File: config.mk
export PLATFORM = sky130hd
export DESIGN_NAME = vm_change_dispenser
export DESIGN_NICKNAME = d
export VERILOG_FILES = /design/src/rtl/vm_pkg.sv /design/src/rtl/vm_coin_select.sv /design/src/rtl/vm_change_dispenser.sv
export SDC_FILE = /design/constraint.sdc
export NUM_CORES = 1
export LEC_CHECK = 0
export ABC_CLOCK_PERIOD_IN_PS = 3850
export BUFFER_PORTS_ARGS = -buffer_cell sky130_fd_sc_hd__clkbuf_2
export CORE_MARGIN = 3
export CORE_UTILIZATION = 40
export CTS_BUF_LIST = sky130_fd_sc_hd__clkbuf_2
export CTS_CLUSTER_SIZE = 14
export DETAILED_ROUTE_END_ITERATION = 8
export GPL_TIMING_DRIVEN = 1
export HOLD_SLACK_MARGIN = 0.06
export SYNTH_ARGS = -nofsm -noshare
export SYNTH_HDL_FRONTEND = slang
export SYNTH_SLANG_ARGS = --single-unit
export TNS_END_PERCENT = 100
File: constraint.sdc
create_clock -name clk -period 3.85 [get_ports clk]
set_clock_uncertainty 0.2 [all_clocks]
set_input_delay 0.5775 -clock clk [delete_from_list [all_inputs] [get_ports clk]]
set_output_delay 0.5775 -clock clk [all_outputs]
set_load 0.01 [all_outputs]
File: src/rtl/vm_pkg.sv
// Shared types and default parameters for the vending-machine change dispenser.
package vm_pkg;

  localparam int unsigned AMT_W_DEF     = 12;
  localparam int unsigned NUM_COINS_DEF = 5;
  localparam int unsigned CNT_W_DEF     = 8;

  // Slot 0 holds the largest coin so the picker's lowest-index priority is greedy.
  localparam logic [NUM_COINS_DEF*AMT_W_DEF-1:0] COIN_VAL_DEF =
    {12'd5, 12'd10, 12'd25, 12'd50, 12'd100};

  localparam logic [CNT_W_DEF-1:0] INV_INIT_DEF = 8'd20;

  typedef enum logic [2:0] {
    ST_IDLE   = 3'd0,
    ST_SELECT = 3'd1,
    ST_EJECT  = 3'd2,
    ST_DONE   = 3'd3,
    ST_ERROR  = 3'd4
  } state_t;

endpackage

File: src/rtl/vm_coin_select.sv
// Combinational priority picker: lowest in-stock slot whose value fits the residual.
module vm_coin_select #(
  parameter int unsigned AMT_W     = 12,
  parameter int unsigned NUM_COINS = 5
) (
  input  logic [AMT_W-1:0]           residual,
  input  logic [NUM_COINS*AMT_W-1:0] coin_val,
  input  logic [NUM_COINS-1:0]       in_stock,
  output logic [NUM_COINS-1:0]       sel,
  output logic                       found
);

  always_comb begin
    sel   = '0;
    found = 1'b0;
    for (int i = 0; i < int'(NUM_COINS); i++) begin
      if (!found && in_stock[i] && (coin_val[i*AMT_W +: AMT_W] <= residual)) begin
        sel[i] = 1'b1;
        found  = 1'b1;
      end
    end
  end

endmodule

File: src/rtl/vm_change_dispenser.sv
// Greedy change dispenser: one coin per ejector handshake, with per-slot inventory.
// Optional ack timeout enabled by defining VM_CHANGE_ACK_TIMEOUT_EN.
module vm_change_dispenser
  import vm_pkg::*;
#(
  parameter int unsigned                 AMT_W     = AMT_W_DEF,
  parameter int unsigned                 NUM_COINS = NUM_COINS_DEF,
  parameter logic [NUM_COINS*AMT_W-1:0]  COIN_VAL  = COIN_VAL_DEF,
  parameter int unsigned                 CNT_W     = CNT_W_DEF,
  parameter logic [CNT_W-1:0]            INV_INIT  = INV_INIT_DEF
`ifdef VM_CHANGE_ACK_TIMEOUT_EN
  , parameter int unsigned               ACK_TMO   = 255
`endif
) (
  input  logic                          clk,
  input  logic                          reset,
  input  logic                          start,
  input  logic [AMT_W-1:0]              amount,
  input  logic                          inv_load,
  input  logic [$clog2(NUM_COINS)-1:0]  inv_idx,
  input  logic [CNT_W-1:0]              inv_val,
  output logic                          coin_valid,
  output logic [NUM_COINS-1:0]          coin_sel,
  input  logic                          coin_ack,
  output logic                          busy,
  output logic                          done,
  output logic                          err,
  output logic                          err_jam,
  output logic [AMT_W-1:0]              residual,
  output logic [NUM_COINS*CNT_W-1:0]    inv_cnt
);

  localparam int unsigned IDX_W = $clog2(NUM_COINS);

  state_t                            state, state_nxt;
  logic [NUM_COINS-1:0][CNT_W-1:0]   inv;
  logic [NUM_COINS-1:0]              in_stock;
  logic [NUM_COINS-1:0]              pick_sel;
  logic                              pick_found;
  logic [AMT_W-1:0]                  paid_val;
  logic                              tmo_hit;

  logic                              coin_valid_d, busy_d, done_d, err_d;
  logic [NUM_COINS-1:0]              coin_sel_d;
  logic [AMT_W-1:0]                  residual_d;

  assign inv_cnt = inv;

  always_comb begin
    in_stock = '0;
    paid_val = '0;
    for (int i = 0; i < int'(NUM_COINS); i++) begin
      in_stock[i] = (inv[i] != '0);
      if (coin_sel[i]) paid_val = paid_val | COIN_VAL[i*AMT_W +: AMT_W];
    end
  end

  vm_coin_select #(
    .AMT_W     (AMT_W),
    .NUM_COINS (NUM_COINS)
  ) u_coin_select (
    .residual (residual),
    .coin_val (COIN_VAL),
    .in_stock (in_stock),
    .sel      (pick_sel),
    .found    (pick_found)
  );

`ifdef VM_CHANGE_ACK_TIMEOUT_EN
  localparam int unsigned TMO_W = $clog2(ACK_TMO + 1);
  logic [TMO_W-1:0] tmo_cnt;

  // Cycles spent in EJECT; cleared whenever the FSM is elsewhere.
  always_ff @(posedge clk or posedge reset) begin
    if (reset)                 tmo_cnt <= '0;
    else if (state != ST_EJECT) tmo_cnt <= '0;
    else                       tmo_cnt <= tmo_cnt + TMO_W'(1);
  end

  assign tmo_hit = (state == ST_EJECT) && !coin_ack && (tmo_cnt == TMO_W'(ACK_TMO - 1));

  always_ff @(posedge clk or posedge reset) begin
    if (reset) err_jam <= 1'b0;
    else       err_jam <= tmo_hit;
  end
`else
  assign tmo_hit = 1'b0;
  assign err_jam = 1'b0;
`endif

  always_ff @(posedge clk or posedge reset) begin
    if (reset) state <= ST_IDLE;
    else       state <= state_nxt;
  end

  always_comb begin
    state_nxt = state;
    case (state)
      ST_IDLE:   if (start) state_nxt = ST_SELECT;
      ST_SELECT: begin
        if (pick_found)           state_nxt = ST_EJECT;
        else if (residual == '0)  state_nxt = ST_DONE;
        else                      state_nxt = ST_ERROR;
      end
      ST_EJECT: begin
        if (coin_ack)     state_nxt = ST_SELECT;
        else if (tmo_hit) state_nxt = ST_ERROR;
      end
      ST_DONE:   state_nxt = ST_IDLE;
      ST_ERROR:  state_nxt = ST_IDLE;
      default:   state_nxt = ST_IDLE;
    endcase
  end

  // Next values of the registered outputs, derived from the transition being taken.
  always_comb begin
    coin_valid_d = (state_nxt == ST_EJECT);
    coin_sel_d   = '0;
    busy_d       = (state_nxt != ST_IDLE);
    done_d       = (state_nxt == ST_DONE);
    err_d        = (state_nxt == ST_ERROR);
    residual_d   = residual;
    if (state == ST_SELECT && pick_found)                coin_sel_d = pick_sel;
    else if (state == ST_EJECT && state_nxt == ST_EJECT) coin_sel_d = coin_sel;
    if (state == ST_IDLE && start)                       residual_d = amount;
    else if (state == ST_EJECT && coin_ack)              residual_d = residual - paid_val;
  end

  always_ff @(posedge clk or posedge reset) begin
    if (reset) begin
      coin_valid <= 1'b0;
      coin_sel   <= '0;
      busy       <= 1'b0;
      done       <= 1'b0;
      err        <= 1'b0;
      residual   <= '0;
    end else begin
      coin_valid <= coin_valid_d;
      coin_sel   <= coin_sel_d;
      busy       <= busy_d;
      done       <= done_d;
      err        <= err_d;
      residual   <= residual_d;
    end
  end

  // Inventory: overwrite from the controller in IDLE, decrement on each acked coin.
  always_ff @(posedge clk or posedge reset) begin
    if (reset) begin
      for (int i = 0; i < int'(NUM_COINS); i++) inv[i] <= INV_INIT;
    end else begin
      for (int i = 0; i < int'(NUM_COINS); i++) begin
        if (state == ST_IDLE && inv_load && inv_idx == IDX_W'(i))
          inv[i] <= inv_val;
        else if (state == ST_EJECT && coin_ack && coin_sel[i] && inv[i] != '0)
          inv[i] <= inv[i] - CNT_W'(1);
      end
    end
  end

endmodule

Word level (Yosys, flattened, before mapping). Cells that the tools add are included.

Register bits: 64. Output and inout bits: 62.

$add $sub $neg: 6. Order comparisons: 5. Equal/unequal tests: 10. Multiplexer cells: 33. Reductions and logical operators: 48.

Operators by type and width (count): 2-to-1 mux 8 bit (10); nonzero test 8 bit (5); subtractor 8 x 1 -> 8 bit, second input constant (5); logical AND 1 bit (29); 2-to-1 mux 12 bit (2); equality test 3 x 2 -> 1 bit, second input constant (5); 2-to-1 mux 3 bit (5); 2-to-1 mux 5 bit (3); <= comparator 3 x 12 -> 1 bit, first input constant (1); <= comparator 4 x 12 -> 1 bit, first input constant (1); <= comparator 5 x 12 -> 1 bit, first input constant (1); <= comparator 6 x 12 -> 1 bit, first input constant (1); <= comparator 7 x 12 -> 1 bit, first input constant (1); logical NOT 12 bit (1); nonzero test 2 bit (6); subtractor 12 x 7 -> 12 bit (1); 2-to-1 mux 1 bit (9); one-hot mux 3 bit (3 select lines) (1); 2-to-1 mux 7 bit (1); equality test 3 x 1 -> 1 bit, second input constant (2); equality test 3 bit, second input constant (2); logical NOT 3 bit (2); 2-to-1 mux 6 bit (1); logical NOT 1 bit (4); 3 further kinds (3).

Depth between registers and ports, before layout. Gate-level depths: netlist of run 1.

Word-level depth: 25. Gate-level depth with buffers: 9. Mapped depth without buffers: 9.

Hierarchy. A second synthesis of run 1 with hierarchy kept.

Cells, all modules: 604. Area total of the unflattened synthesis: 5297.6 um2.

Modules (own cells, without submodules): vm_change_dispenser (times used 1, cells each 426, area an instance 3870.0 um2, seq. area each 1614.0 um2); vm_coin_select (times used 1, cells each 178, area an instance 1427.6 um2, seq. area each 0.0 um2).

Worst setup path before layout of run 1. No wires, ideal clock.

Path kind: register -> register. Start point: reg coin_sel[2]. End point: reg residual[10]. Arrival time: 2.348 ns. Data required time: 3.568 ns. Slack: 1.220 ns. Stages on the path, launching flop included: 10. Period minus slack after synthesis: 2.630 ns. Path through: dfrtp_1 > or2_2 > ha_1 > inv_1 > fa_1 > a21oi_1 > o21ai_0 > o31a_1 > or4_1 > a31oi_1.

Longest elaborated chain between the ends: 6.

Ends and longest elaborated chain: from (decl) (RTL line vm_change_dispenser.sv:23) `output logic [NUM_COINS-1:0] coin_sel,`; from (signal assigned) (RTL line vm_change_dispenser.sv:139) `coin_sel <= coin_sel_d;`; 2-to-1 mux 5 bit (*) (RTL line vm_change_dispenser.sv:54) `if (coin_sel[i]) paid_val = paid_val | COIN_VAL[i*AMT_W +: AMT_W];`; 2-to-1 mux 4 bit (RTL line vm_change_dispenser.sv:54); 2-to-1 mux 3 bit (RTL line vm_change_dispenser.sv:54); subtractor 12 x 7 -> 12 bit (*) (RTL line vm_change_dispenser.sv:126) `else if (state == ST_EJECT && coin_ack) residual_d = residual - paid_val;`; 2-to-1 mux 12 bit (*) (RTL line vm_change_dispenser.sv:126); 2-to-1 mux 12 bit (*) (RTL line vm_change_dispenser.sv:125) `if (state == ST_IDLE && start) residual_d = amount;`; to (signal assigned) (RTL line vm_change_dispenser.sv:143) `residual <= residual_d;`; to (decl) (RTL line vm_change_dispenser.sv:29) `output logic [AMT_W-1:0] residual,`.

Every way passes the cells marked *; elsewhere a longest branch is shown, timed or not. The select of a mux whose other input is x is not followed. A chain may end at the register's enable or synchronous reset.

Worst setup path in the final report of run 1. Ends and elaborated chain as after synthesis.

==> metrics.md, run 1 <==
| Metric | Value |
|---|---|
| Yosys reg bits | 64 |
| Fin area | between 0.004 and 0.005 mm² |
| Crit-path max FO | 7 |
| Hold_ws | about 0.09 ns |
| Synth cell types | 66 |
| Antenna Cells | 0 |
| DRT Wirelength | approximately 12 mm |
| Fin. Hold Viols | 0 |
| Area share of the largest cell type after synthesis | 33.7% |
| EDFF count, synth | 0 |
| IO Pins | 90 |
| Min cycle time layout | approximately 2.8 ns |
| Post-Synth XOR/XNOR Area | about 3.1% |
| CTS sink cnt | 64 |
| Hold Path Sink | residual[11]$_DFFE_PP0P_ |
| Gr usage total | between 20% and 30% |
| Hold Path Origin | amount[11] |
| Post-Syn Area | approximately 0.0040 mm² |
| Placer Congestion | between 0.8 and 0.9 |
| CP Class | register to register |
| Pre-Repair DR Iteration Count | 5 |
| Initial Util | 42.2% |
| Worst-Margin Slew | about 0.8 ns |
| RSZ-0062 raised after global routing | no |
| Core area | 0.00950 mm² |
| Root Driver | clkbuf_2 |
| RR Endpoint | residual[10]$_DFFE_PP0P_ |
| Mapped Nets | 490 |
| CP max stage delay | 0.50 ns |
| Initial drt markers | between 200 and 250 |
| Post-synthesis adder-cell area fraction | 5.81% |
| Async set-reset flop share out of synthesis | between 90% and 100% |
| Syn-to-layout area delta | 20.7% |
| Hold crit path type | input pin to register |
| Final #Nets | around 590 |
| Largest net degree at the start of global routing | 31 |
| Critical-path cell list | or2_2 -> ha_1 -> inv_1 -> fa_1 -> a21oi_1 -> o21ai_0 -> o31a_1 -> or4_1 -> a31oi_1 |
| Pleak | 2.12 nW |
| Final period utilization | ~74% |
| # resized after CTS | 0 |
| Row Count | 35 |
| DR WL/cell | around 17 µm |
| Antenna Violating Nets Remaining | 0 |
| DRC | 0 |
| Combinational family with the most area after synthesis | simple AND/OR/NAND/NOR gates |
| Slowest-stage cell, CP | dfrtp_1 |
| Post-Synthesis Cells | between 400 and 500 |
| Synth Area in Compound Gates | 20.0% |
| Dpl hpwl | 8.59 mm |
| Clk slew on worst S/H paths | approximately 0.21 ns |
| Initial antenna violation count | 0 |
| Vias post-DR | around 3,800 |
| Register-to-Register Setup Slack | roughly 1.0 ns |
| VDD IR max | approximately 0.31 mV |
| Clk buf depth | 2 |
| Post-DP Area | 0.00457 mm² |
| Main area contributors after synthesis | dfrtp_1 34%, dfstp_2 6.6%, ha_1 5.3%, nand2_1 4.9%, o21ai_0 4.1% |
| Final setup violation count | 0 |
| Vias per inst | roughly 5.6 |
| Slew Limit Fails | 0 |
| IO Port Bufs | between 80 and 90 |
| Power Dens Cells | roughly 760 mW/mm² |
| Die X-Extent | approximately 110 µm |
| WP data required | 4.10 ns |
| Pre-CTS setup slack | between 1 and 1.5 ns |
| Path depth of the worst reg2reg path | 9 |
| Status | finished clean |
| Total gr overflow | 0 |
| CP endpoint kind | register |
| DIE AREA | around 0.011 mm² |
| Syn avg cell area | 9.02 µm² |
| Max-Slew Margin vs Limit | a little under half |
| Placed cell count | roughly 650 |
| Global-route wire length before repair | between 15 and 20 mm |
| Top FF cell, synth | dfrtp_1 |
| Max_cap viols | 0 |
| Htree depth | 3 |
| Final std cells w/o fill | 677 |
| Die height | 106 µm |
| Vias in the first global route | 3,605 |
| Share of cells above drive strength 1 | between 20% and 30% |
| Fraction of the mapped netlist area in simple logic gates | around 25% |
| Crit path launch type | register |
| Worst R2R Start | coin_sel[2]$_DFFE_PP0P_ |
| Hold Path Depth | 3 |
| Syn. warnings | 0 |
| Clk_lat worst skew | 0.51 ns |
| Fmax | between 0.3 and 0.4 GHz |
| Setup TNS Final | 0 ns |
| CTS Buf Count | 9 |
| CTS tree | built |
| Post-synthesis mux area share | 1.28% |
| Worst EP arrival | 3.09 ns |
| Synth area leader | dfrtp_1 |
| Min setup slack post-route | slightly above 1 ns |
| Register area share after synthesis | around two fifths |
[critical path: cells and delay by family (launching register included)]
family / cells / cell delay (ns)
compound gates: 4 / 0.87
simple gates: 2 / 0.63
fa+ha+maj: 2 / 0.55
flops: 1 / 0.50
buf+inv: 1 / 0.06
[Yosys cell counts (5+ instances only)]
cell type  number
nor4_1         12
dfrtp_1        54
nor2_1         39
o311ai_0        8
o21ai_0        33
nand2b_1        8
o211ai_1        6
clkbuf_1        8
a31oi_1         8
a221o_1         9
nand2_1        52
nor3_1         13
xor2_1          5
ha_1           17
inv_1          24
nor2b_1         8
xnor2_1         9
dfstp_2        10
nand3_1         9
or3_1           6
a21oi_1        12
or4_1          11
[metrics by stage]
| step | total power [mW] | util, % |
|---|---|---|
| after CTS | 3.69 | 50.9 |
| after floorplan | 2.47 | - |
| after global placement | 3.08 | 48.1 |
| after detailed placement | 3.12 | 48.1 |
| after global routing | 3.99 | 50.9 |
| final | 3.68 | 50.9 |
[sequential cells by signal, indices dropped and copies added, names as in the netlist]
register / cells
state: 3
coin_valid: 1
done: 1
coin_sel: 5
err: 1
inv_cnt: 40
busy: 1
residual: 12
[power by group]
part           switching (mW)  total (mW)  internal [mW]
sequential              0.422        1.41          0.992
combinational           0.948        1.70          0.755
clock                   0.279       0.560          0.281
total                    1.65        3.68           2.03
[cell type report]
type	count	area, µm²
clock buffer	9	45.0
clock inverter	7	120
fill	931	4670
inverter	24	90.1
multi-input combinational	341	2230
sequential	64	1610
tap	129	161
timing repair buffer	103	578
[cells in the final DEF, fill, tap and decap left out, types with 4 or more instances in the layout]
cell	count
dfstp_2	10
o311ai_0	8
a221o_1	9
nor2_1	39
dfrtp_1	54
dlygate4sd3_1	10
a21oi_1	12
or3b_2	4
xnor2_1	9
o22ai_1	4
nor4_1	12
or3_1	6
inv_1	23
nand3_1	9
o21ai_0	33
buf_4	5
nor3_1	13
nand2b_1	8
nand2_1	52
or4_1	11
o211ai_1	6
a211oi_1	4
a31oi_1	8
clkbuf_2	97
nor2b_1	8
mux2i_1	4
xor2_1	5
ha_1	17
[timing repair]
item,in CTS,in global routing
hold endpoints to repair,23,0
hold buffers,10,0
setup buffers,0,0
[metal layers]
metal,up-vias,part of all wire [%],GRT usage (%)
li1,1848,-,-
met1,1844,47,30.0
met2,98,47,34.0
met3,14,4.1,2.91
met4,0,1.4,6.29
met5,-,0,0
[kinds of logic (layout without fill, tap and decap cells)]
group                    count (synthesis)  in the layout
AO/OA/AOI/OAI                          114            114
XOR/XNOR                                14             14
adder cells (fa/ha/maj)                 18             18
buffers and inverters                   39            143
flip-flops                              64             64
multiplexers                             5              5
other                                    1              1
AND/OR/NAND/NOR                        189            189
[worst max path at each step]
stage                                        from  depth (start not counted)                        to
after global routing      coin_sel[4]$_DFFE_PP0P_                          9  residual[10]$_DFFE_PP0P_
after CTS                 coin_sel[2]$_DFFE_PP0P_                          9  residual[10]$_DFFE_PP0P_
final                     coin_sel[2]$_DFFE_PP0P_                          9  residual[10]$_DFFE_PP0P_
after detailed placement  coin_sel[2]$_DFFE_PP0P_                          9  residual[10]$_DFFE_PP0P_
after global placement    coin_sel[2]$_DFFE_PP0P_                          9  residual[10]$_DFFE_PP0P_
after floorplan           coin_sel[2]$_DFFE_PP0P_                          9  residual[10]$_DFFE_PP0P_
Note: power is estimated with default switching activity, not from simulation.
==> inputs of run 2 (changes only) <==
- ABC_CLOCK_PERIOD_IN_PS: 3850 -> 2300
- clock period: 3.85 -> 2.3 ns (I/O delays scaled with it)
==> run 2 against run 1 <==
The flow now finishes with violations (setup timing). Combinational power is 140% higher. Sequential power rose by 55%. Cell area is 19% higher. Core utilization up 9.7 points. Critical path type unchanged. Largest power group unchanged.
==> metrics.md, run 2 (synthesis results as in run 1) <==
| Metric | Value |
|---|---|
| Global-route wire length before repair | 20.3 mm (+6.7%) |
| CTS tree | built |
| CTS Buf Count | 9 (unchanged) |
| CP Class | register to register |
| DRC | 0 (unchanged) |
| Row Count | 35 (unchanged) |
| Max reg flops | 40 (unchanged) |
| Vias per inst | 5.46 (-2.9%) |
| CTS sink cnt | 64 (unchanged) |
| Commonest non-fill, non-tap cells in the layout | 97 x clkbuf_2, 82 x buf_4, 52 x nand2_1 |
| Die X-Extent | 106 µm (unchanged) |
| Commonest non-fill, non-tap cell in the layout | clkbuf_2 |
| Net Sw Frac | 43.0% (-1.8 points) |
| Slew Limit Fails | 0 (unchanged) |
| IO Port Bufs | 88 (unchanged) |
| Share of cells above drive strength 1 | 39.8% (+15 points) |
| Path depth of the worst reg2reg path | 9 (unchanged) |
| Gr busiest metal | met2 |
| Vias post-DR | 4,213 (+11%) |
| Total gr overflow | 0 (unchanged) |
| Final period utilization | 104% (+30 points) |
| Initial antenna violation count | 0 (unchanged) |
| Register-to-Register Setup Slack | -0.1 ns (-1.10 ns) |
| Initial drt markers | 212 (-8.6%) |
| Htree depth | 3 (unchanged) |
| Antenna Cells | 0 (unchanged) |
| Clk slew on worst S/H paths | 0.20 ns (about the same) |
| Clock share of power | 11.6% (-3.6 points) |
| Max_cap viols | 0 (unchanged) |
| Crit-path max FO | 3 (-4) |
| Die height | 106 µm (unchanged) |
| IO Pins | 90 (unchanged) |
| Hold crit path type | input pin to register |
| Hold_ws | 0.125 ns (+0.0320 ns) |
| DIE AREA | 0.0113 mm² (unchanged) |
| Final setup violation count | 5 (+5) |
| Fmax | 0.417 GHz (+19%) |
| Antenna Violating Nets Remaining | 0 (unchanged) |
| Internal Power | 4.02 mW (+98%) |
| Worst EP arrival | 2.63 ns (-0.46 ns) |
| Layout Utilization | 60.6% (+9.7 points) |
| Pre-Repair DR Iteration Count | 4 (-1) |
| Status | finished, violations left |
| VDD IR max | 0.516 mV (+65%) |
| CP endpoint kind | register |
| Combinational share of power | 57.4% (+11 points) |
| Min setup slack post-route | -0.0967 ns (-1.10 ns) |
| Clk_lat worst skew | 0.50 ns (about the same) |
| Final total power | 7.06 mW (+92%) |
| GRT met3 Usage | 3.52% (+0.61 points) |
| Gr usage total | 22.6% (+1.4 points) |
| Core area | 0.00950 mm² (unchanged) |
| RSZ-0062 raised after global routing | yes |
| Part of the power in registers | 31.1% (-7.4 points) |
| Pleak | 2.60 nW (+22%) |
| Met1 GRT Util | 30.6% (+0.59 points) |
| WP data required | 2.53 ns (-1.57 ns) |
| Met2 Use GR | 37.6% (+3.6 points) |
| Failing checks | setup timing |
| Hold Path Depth | 5 (+2) |
| Fin. Hold Viols | 0 (unchanged) |
| Placer Congestion | 0.916 (+3.2%) |
| Initial Util | 42.2% (unchanged) |
| DR WL/cell | 16.5 µm (-4.2%) |
| Clk buf depth | 2 (unchanged) |
| Syn-to-layout area delta | 43.8% |
| Min cycle time layout | 2.40 ns (-0.447 ns) |
| Largest net degree at the start of global routing | 43 (+39%) |
| Dpl hpwl | 9.56 mm (+11%) |
| Crit path launch type | register |
| Root Driver | clkbuf_2 |
| Switching power | 3.04 mW (+84%) |
| Final #Nets | 684 (+16%) |
| Power Dens Cells | 1230 mW/mm² (+61%) |
| Vias in the first global route | 4,165 (+16%) |
| DRT Wirelength | 12.7 mm (+9.2%) |
==> run 2: cell types whose count changed in the layout (fill, tap and decap cells not counted), sizes merged <==
cell,change
buf,+83
bufinv,-1
clkinv,-2
clkinvlp,+2
dlygate4sd3,+12
inv,+1
==> run 2: power by group through the flow <==
stage | Sequential [mW] | Clock, mW | Combinational [mW]
6_report | 2.19 | 0.816 | 4.05
5_1_grt | 2.27 | 0.890 | 4.47
4_1_cts | 2.17 | 0.838 | 3.86
3_5_place_dp | 2.18 | 0 | 3.75
3_3_place_gp | 2.16 | 0 | 3.67
2_1_floorplan | 2.44 | 0 | 1.75
==> run 2: worst paths after layout <==
kind | start | end
hold / removal | inv_idx[1] | inv_cnt[12]$_DFFE_PP1P_
max in group asynchronous | reset | inv_cnt[2]$_DFFE_PP1P_
setup / recovery | coin_sel[4]$_DFFE_PP0P_ | residual[10]$_DFFE_PP0P_
setup reg to reg | coin_sel[4]$_DFFE_PP0P_ | residual[10]$_DFFE_PP0P_
min in group asynchronous | reset | state[1]$_DFF_PP0_
hold reg to reg | inv_cnt[2]$_DFFE_PP1P_ | inv_cnt[2]$_DFFE_PP1P_
==> run 2: timing repair <==
action,in CTS,in global routing
hold buffers,22,0
resized for setup,10,26
gates cloned,0,1
setup endpoints to repair,14,25
pin swaps,11,10
buffers inserted,5,6
endpoints found under the hold margin,112,0
==> run 2: cell type report <==
| type | count | area (µm²) |
|---|---|---|
| inverter | 24 | 90.1 |
| clock inverter | 7 | 95.1 |
| fill | 878 | 3740 |
| tap | 129 | 161 |
| timing repair buffer | 198 | 1350 |
| clock buffer | 9 | 45.0 |
| sequential | 64 | 1620 |
| multi-input combinational | 341 | 2400 |
==> run 2: through the flow <==
step                instances  TNS [ns]  area, µm²  worst slack [ns]
floorplan                 444    -0.304       4060            -0.207
global placement          722    -0.265       5160            -0.131
detailed placement        722    -0.656       5160            -0.181
CTS                       765    -0.233       5600            -0.112
global route              772    -0.621       5760            -0.230
finish                    772    -0.314       5760           -0.0967
==> run 2: worst max-delay path: stages, from the launching register on <==
cell,delay [ns]
dfrtp_2,0.40
or2_4,0.13
ha_4,0.13
inv_2,0.04
fa_2,0.34
a21oi_2,0.16
o21ai_2,0.10
o31a_1,0.26
or4_1,0.47
a31oi_1,0.13
==> run 2: metal layers <==
metal	vias to the layer above	wire length (µm)	part of all wire, %
li1	2042	-	-
met1	2059	5770	45
met2	95	6210	49
met5	-	0	0
met4	0	183	1.4
met3	17	539	4.2
